File: src/rtl/alu_issue_queue.sv
// alu_issue_queue: buffers ALU commands in a small FIFO, issues them one at a
// time to a registered ALU, and returns the captured results in order.
// Optional feature macro: ALU_ISSUE_TAG_EN adds a 2-bit per-command tag on res_tag.
module alu_issue_queue #(
  parameter int unsigned DATA_W = 4,
  parameter int unsigned DEPTH  = 4
) (
  input  logic                     clk,
  input  logic                     reset,
  input  logic                     in_valid,
  output logic                     in_ready,
  input  logic                     in_instruction,
  input  logic [DATA_W-1:0]        in_a,
  input  logic [DATA_W-1:0]        in_b,
  output logic [DATA_W-1:0]        inputA,
  output logic [DATA_W-1:0]        inputB,
  output logic                     instruction,
  input  logic [DATA_W-1:0]        alu_out,
  output logic                     res_valid,
  input  logic                     res_ready,
  output logic [DATA_W-1:0]        res_data,
`ifdef ALU_ISSUE_TAG_EN
  output logic [1:0]               res_tag,
`endif
  output logic [$clog2(DEPTH):0]   fifo_level
);

  localparam int unsigned PtrW = $clog2(DEPTH);
  localparam int unsigned LvlW = PtrW + 1;
  localparam logic [LvlW-1:0] FullLvl = LvlW'(DEPTH);

  typedef enum logic [1:0] {StIdle, StExec, StCapt} state_e;

  state_e              r_state;
  logic [PtrW-1:0]     r_wr_ptr;
  logic [PtrW-1:0]     r_rd_ptr;
  logic [LvlW-1:0]     r_level;
  logic [DATA_W-1:0]   r_mem_a [DEPTH];
  logic [DATA_W-1:0]   r_mem_b [DEPTH];
  logic                r_mem_i [DEPTH];
  logic [DATA_W-1:0]   r_input_a;
  logic [DATA_W-1:0]   r_input_b;
  logic                r_instr;
  logic                r_res_valid;
  logic [DATA_W-1:0]   r_res_data;
  logic                w_push;
  logic                w_pop;
  logic                w_empty;
`ifdef ALU_ISSUE_TAG_EN
  logic [1:0]          r_mem_t [DEPTH];
  logic [1:0]          r_tag_cnt;
  logic [1:0]          r_exec_tag;
  logic [1:0]          r_res_tag;
`endif

  // Handshake and issue decisions; in_ready depends on registered level only.
  always_comb begin
    w_empty  = (r_level == '0);
    in_ready = (r_level != FullLvl);
    w_push   = in_valid && in_ready;
    // Issue only when the result slot will be free by the capture edge.
    w_pop    = (r_state == StIdle) && !w_empty && (!r_res_valid || res_ready);
  end

  // FIFO payload storage; contents need no reset since level gates reads.
  always_ff @(posedge clk) begin
    if (w_push) begin
      r_mem_a[r_wr_ptr] <= in_a;
      r_mem_b[r_wr_ptr] <= in_b;
      r_mem_i[r_wr_ptr] <= in_instruction;
`ifdef ALU_ISSUE_TAG_EN
      r_mem_t[r_wr_ptr] <= r_tag_cnt;
`endif
    end
  end

  // FIFO pointers, level, issue FSM, operand and result registers.
  always_ff @(posedge clk or negedge reset) begin
    if (!reset) begin
      r_state     <= StIdle;
      r_wr_ptr    <= '0;
      r_rd_ptr    <= '0;
      r_level     <= '0;
      r_input_a   <= '0;
      r_input_b   <= '0;
      r_instr     <= 1'b0;
      r_res_valid <= 1'b0;
      r_res_data  <= '0;
`ifdef ALU_ISSUE_TAG_EN
      r_tag_cnt   <= 2'd0;
      r_exec_tag  <= 2'd0;
      r_res_tag   <= 2'd0;
`endif
    end else begin
      if (w_push) begin
        r_wr_ptr <= r_wr_ptr + PtrW'(1);
`ifdef ALU_ISSUE_TAG_EN
        r_tag_cnt <= r_tag_cnt + 2'd1;
`endif
      end
      if (w_pop) begin
        r_rd_ptr <= r_rd_ptr + PtrW'(1);
      end
      if (w_push && !w_pop) begin
        r_level <= r_level + LvlW'(1);
      end else if (!w_push && w_pop) begin
        r_level <= r_level - LvlW'(1);
      end

      // Consumer takes the result; a same-edge capture below overrides this.
      if (r_res_valid && res_ready) begin
        r_res_valid <= 1'b0;
      end

      unique case (r_state)
        StIdle: begin
          if (w_pop) begin
            r_input_a <= r_mem_a[r_rd_ptr];
            r_input_b <= r_mem_b[r_rd_ptr];
            r_instr   <= r_mem_i[r_rd_ptr];
`ifdef ALU_ISSUE_TAG_EN
            r_exec_tag <= r_mem_t[r_rd_ptr];
`endif
            r_state   <= StExec;
          end
        end
        StExec: begin
          r_state <= StCapt;
        end
        StCapt: begin
          r_res_data  <= alu_out;
          r_res_valid <= 1'b1;
`ifdef ALU_ISSUE_TAG_EN
          r_res_tag   <= r_exec_tag;
`endif
          r_state     <= StIdle;
        end
        default: r_state <= StIdle;
      endcase
    end
  end

  assign inputA      = r_input_a;
  assign inputB      = r_input_b;
  assign instruction = r_instr;
  assign res_valid   = r_res_valid;
  assign res_data    = r_res_data;
  assign fifo_level  = r_level;
`ifdef ALU_ISSUE_TAG_EN
  assign res_tag     = r_res_tag;
`endif

endmodule

File: config.mk
export PLATFORM = sky130hd
export DESIGN_NAME = alu_issue_queue
export DESIGN_NICKNAME = d
export VERILOG_FILES = /design/src/rtl/alu_issue_queue.sv
export SDC_FILE = /design/constraint.sdc
export NUM_CORES = 1
export LEC_CHECK = 0
export ABC_AREA = 1
export CELL_PAD_IN_SITES_DETAIL_PLACEMENT = 0
export CELL_PAD_IN_SITES_GLOBAL_PLACEMENT = 1
export CORE_MARGIN = 1
export CORE_UTILIZATION = 40
export CTS_CLUSTER_SIZE = 16
export DETAILED_ROUTE_END_ITERATION = 6
export HOLD_SLACK_MARGIN = 0.03
export PLACE_DENSITY = 0.81
export SYNTH_ARGS = -nofsm -noshare
export SYNTH_HDL_FRONTEND = slang
export SYNTH_SLANG_ARGS = --single-unit
export TNS_END_PERCENT = 20
File: constraint.sdc
create_clock -name clk -period 3.4 [get_ports clk]
set_clock_uncertainty 0.15 [all_clocks]
set_input_delay 0.51 -clock clk [delete_from_list [all_inputs] [get_ports clk]]
set_output_delay 0.51 -clock clk [all_outputs]
set_load 0.01 [all_outputs]
Yosys cells after proc, flatten, opt, wreduce, memory -nomap -nowiden
Memories as Yosys holds them, arrays and structs flattened. A register that Yosys moved wholly into a read port is not among the register bits.
Cells that the tools add are included.
Widths: inputs -> output; s select.
Storage, ports and cells
  memories kept: 3
  register bits: 14
  bits of input ports: 17
  RAM bits: 36
Memory list
  r_mem_a: words 4, width 4, rd ports 1, clocked after Yosys merged registers in 1, wr ports 1, line 38  | logic [DATA_W-1:0] r_mem_a [DEPTH];
  r_mem_b: words 4, width 4, rd ports 1, clocked after Yosys merged registers in 1, wr ports 1, line 39  | logic [DATA_W-1:0] r_mem_b [DEPTH];
  r_mem_i: words 4, width 1, rd ports 1, clocked after Yosys merged registers in 1, wr ports 1, line 40  | logic r_mem_i [DEPTH];
Operators by class
  $add $sub $neg: 4
  reduce and logical (&&, ||, !) cells: 19
  equality and inequality tests: 4
  multiplexer cells: 8
Operators with widths (number)
  $logic_not 1->1: 7
  $logic_and 1x1->1: 6
  $mux 3: 2
  $add 2x1->2 const B: 2
  $mux 1: 4
  $pmux 2 s2: 1
  $reduce_bool 2->1: 2
  $add 3x1->3 const B: 1
  $logic_not 3->1: 1
  $ne 3x3->1 const B: 1
  $sub 3x1->3 const B: 1
  $eq 2x1->1 const B: 1
  $eq 2x2->1 const B: 1
  $logic_not 2->1: 1
  $mux 2: 1
  $ne 2x2->1 const B: 1
  $reduce_and 2->1: 1
  $logic_or 1x1->1: 1

Logic depth before layout (Yosys ltp)
  depth after elaboration: 7
  depth in mapped cells: 11
  gate-level depth less buffers: 11

Worst setup path before layout
OpenSTA, ideal clock, no wires.
  kind: register to register
  start: register r_level[0], in the netlist fifo_level[0]
  end: register r_level[1], in the netlist fifo_level[1]
  data arrival time: 1.882 ns
  required time: 3.125 ns
  stages on the path, launching flop included: 9
  path slack: 1.244 ns
  setup time: 0.125 ns
  path through: dfrtp_1 nor2_1 nand2_1 nand2_1 inv_1 ha_1 inv_1 fa_1 mux2_2
RTL lines
  start: declaration: line 37  | logic [LvlW-1:0] r_level;
  start signal: assignment: line 105  | r_level <= r_level + LvlW'(1);
  start signal: assignment: line 107  | r_level <= r_level - LvlW'(1);
  $ne 3x3->1 *: line 59  | in_ready = (r_level != FullLvl);
  via in_ready: line 11  | output logic in_ready,
  $logic_and 1x1->1 *: line 60  | w_push = in_valid && in_ready;
  via w_push: line 46  | logic w_push;
  $logic_not 1->1: line 106  | end else if (!w_push && w_pop) begin
  $logic_and 1x1->1: line 106
  $reduce_bool 2->1 (no source line)
Mark *: on every way through the listed nets, which the timed path passes. The rest lies on a longest branch. The select of a mux whose other input is x is not followed.
A chain may end at the register's enable or synchronous reset.

Worst setup path in the final report
  start: input res_ready
  end: register r_level[1], in the netlist fifo_level[1]
On the way
  word-level cells in the longest chain between the ends: 5
Ends and longest elaborated chain
  start: declaration: line 20  | input logic res_ready,
  $logic_or 1x1->1 *: line 62  | w_pop = (r_state == StIdle) && !w_empty && (!r_res_valid || res_ready);
  $logic_and 1x1->1 *: line 62
  $logic_not 1->1: line 104  | if (w_push && !w_pop) begin
  $logic_and 1x1->1: line 104
  $mux 3 or $reduce_bool 2->1 (tied branches)
Mark *: on every way between the ends. The rest lies on a longest branch, timed or not.

==> out/metrics.cfg <==
[worst_setup_path]
max_stage_delay_ns = 0.46
reg2reg_slack_ns = 1.18
crit_required_ns = 3.46
crit_chain = clkdlybuf4s50_1, inv_1, nand2_1, nand3_2, ha_1, inv_1, fa_1, mux2_2
crit_path_start_kind = input pin
path_delay_family = adder cells
crit_type = input pin to flip-flop
cpMaxStageDelayCell = clkdlybuf4s50_1
cp_max_fo = 14
cp.arrival_ns = 2.47
cp_common_cell = inv_1
critPathCaptureType = flip-flop
critPathBufInv = 3

[logic_synthesis]
synthCells = 252
ys_ff_latch = 59
synth_nets = 275
avgSynthCellArea_sq_um = 10.1
post_synth_num_cell_types = 22
synth_top_family_by_area = simple AND/OR/NAND/NOR gates
synth_xor_area_share_pct = 1.38
synthMuxAreaShare_pct = 0.444
synth_compound_area_share_pct = 0.543
synthSimpleGateAreaFrac_pct = 20.0
syn-cell-area_sq_um = 2530
synth_fa_ha_area_share_pct = 3.26
ys_warn_count = 0
synth.yosys.seq_area_share_pct = 65.4

[detailed_routing]
vias = 1691
drt_iter0_drc = 72
dr.pass1.iters = 4
wl_per_cell_microns = 12.6
via_per_inst = 4.50
finalWirelength_microns = 4730
drc = 0
ant_nets = 0

[final_layout]
nNetsFinal = 320
design_area_sq_um = 3120
area_growth_pct = 23.1
finalNonFillerCells = 376
diodes = 0
drive_above_1_share_pct = 7.31

[outcome]
outcome = finished, final reports clean

[sta]
layout_worst_path_cycle_share_pct = 70.7
slew-limit-headroom_pct = 51.0
tns_ns = 0
drv_slew = 0
rsz0062_at_grt = false
setup-violations-final = 0
period_needed_ns = 2.41
hold_viol = 0
timing.fmax_mhz = 416
worst_pin_slew_ns = 0.735

[pwr]
switchingPower_mw = 1.00
seqPwrFrac_pct = 43.2
swShare_pct = 36.8
p_leak_nw = 1.48
combinationalPowerShare_pct = 38.6
internal-power_mw = 1.72
power.ir.vdd_worst_mv = 0.467
pwr-share-clk_pct = 18.1
powerDensity_nw_per_um2 = 875

[place]
placed_cells = 361
placement.io_buffers = 34
gp_congestion = 0.668
dp_hpwl_microns = 2990
placed_cell_area_sq_um = 2970

[die]
die_area_sq_um = 6660
num_rows = 28
initial_core_util_pct = 42.1
die_w_microns = 81.6
coreArea_sq_um = 6030
ios = 35
die_h_microns = 81.6

[grt]
antenna_found_initial = 0
grt_max_degree = 24
first_global_vias = 1612
grt_overflow = 0
grt.total_usage_pct = 16.1
grt_pass1_wl_microns = 7530

[clock_tree]
cts_tree = yes
cts_sinks = 59
cts-buffers-inserted = 9
cts_resized = 0
cts_buffer_depth = 2
clk_pin_slew_worst_paths_ns = 0.07
clk_latency_ns = 0.32
h-tree-depth = 3
post_cts_buffers = 0
holdBufCountCts = 0
cts_root_buffer = clkbuf_8

[min_path]
hold_class = flip-flop to flip-flop

[flow_run]
cap_violations = 0

metrics by stage:
step | total power, mW | worst slack, ns | util [%] | hold slack (ns)
floorplan | 1.85 | 1.24 | - | 0.0644
finish | 2.73 | 0.995 | 51.8 | 0.320
CTS | 2.77 | 0.992 | 51.8 | 0.325
global route | 2.97 | 0.892 | 51.8 | 0.357
global placement | 2.24 | 0.725 | 49.3 | 0.305
detailed placement | 2.27 | 0.646 | 49.3 | 0.311
cell usage after synthesis (all sizes together):
library cell | count | area, sq um
mux2 | 1 | 11.3
buf | 5 | 36.3
nand2 | 92 | 345
nor2 | 7 | 28.8
fa | 1 | 20.0
o21ai | 2 | 13.8
xnor2 | 2 | 17.5
edfxtp | 36 | 1080
nand3 | 23 | 120
dfrtp | 23 | 576
inv | 50 | 188
nand3b | 1 | 7.51
clkinv | 1 | 3.75
nand4 | 1 | 6.26
xor2 | 2 | 17.5
ha | 5 | 62.6
final timing paths:
kind,startpoint,endpoint,depth (start not counted)
worst min register to register,res_data[2],res_data[2],2
worst min-delay path,res_data[2],res_data[2],2
min in group asynchronous,reset,r_rd_ptr[1],2
max in group asynchronous,reset,res_data[0],2
worst max-delay path,res_ready,fifo_level[1],8
worst max register to register,fifo_level[0],fifo_level[1],7
tightest hold or removal path, delay by kind of cell (launching register included):
family	cells	cell delay, ns
DFF	1	0.34
and+or+nand+nor	2	0.10
state kept, by name, summed over array words and instances (netlist names), 2 cells and up:
name        count
r_mem_a        16
r_mem_b        16
inputA          4
inputB          4
r_mem_i         4
res_data        4
fifo_level      3
r_rd_ptr        2
r_state         2
r_wr_ptr        2
per-layer routing:
| layer | GRT usage [%] | up-vias | part of all wire, % |
|---|---|---|---|
| met4 | 8.95 | 0 | 1.7 |
| li1 | - | 866 | - |
| met1 | 18.5 | 779 | 45 |
| met2 | 27.3 | 37 | 49 |
| met3 | 3.89 | 9 | 3.7 |
| met5 | 0 | - | 0 |
final cells by class:
class / instances / area, sq um
clock buffers: 10 / 128
well taps: 75 / 93.8
flip-flops and latches: 59 / 1660
inverters: 51 / 191
multi-input cells: 137 / 651
clock inverters: 5 / 21.3
fillers: 570 / 2910
repair buffers: 39 / 378
cell usage in the layout, fill, tap and decap left out, drive strengths merged:
cell	netlist	final
xnor2	2	2
mux2	1	1
clkbuf	0	10
nand3b	1	1
fa	1	1
ha	5	5
dfrtp	23	23
inv	50	50
o21ai	2	2
xor2	2	2
clkdlybuf4s50	0	34
clkinv	1	6
buf	5	5
edfxtp	36	36
nand2	92	92
nand3	23	23
nand4	1	1
nor2	7	7
kinds of logic (layout without fill, tap and decap cells):
group,after synthesis,in the layout
DFF,59,59
AOI/OAI and AO/OA,2,2
muxes,1,1
adders and majority gates,6,6
buffers and inverters,56,105
xor gates and xnor gates,4,4
and+or+nand+nor,124,124
power groups by stage:
| stage | logic (mW) | registers, mW | clock network (mW) |
|---|---|---|---|
| 2_1_floorplan | 0.687 | 1.17 | 0 |
| 3_3_place_gp | 1.05 | 1.19 | 0 |
| 3_5_place_dp | 1.07 | 1.19 | 0 |
| 4_1_cts | 1.08 | 1.18 | 0.510 |
| 5_1_grt | 1.22 | 1.21 | 0.538 |
| 6_report | 1.05 | 1.18 | 0.494 |
Note: power is estimated with default switching activity, not from simulation.
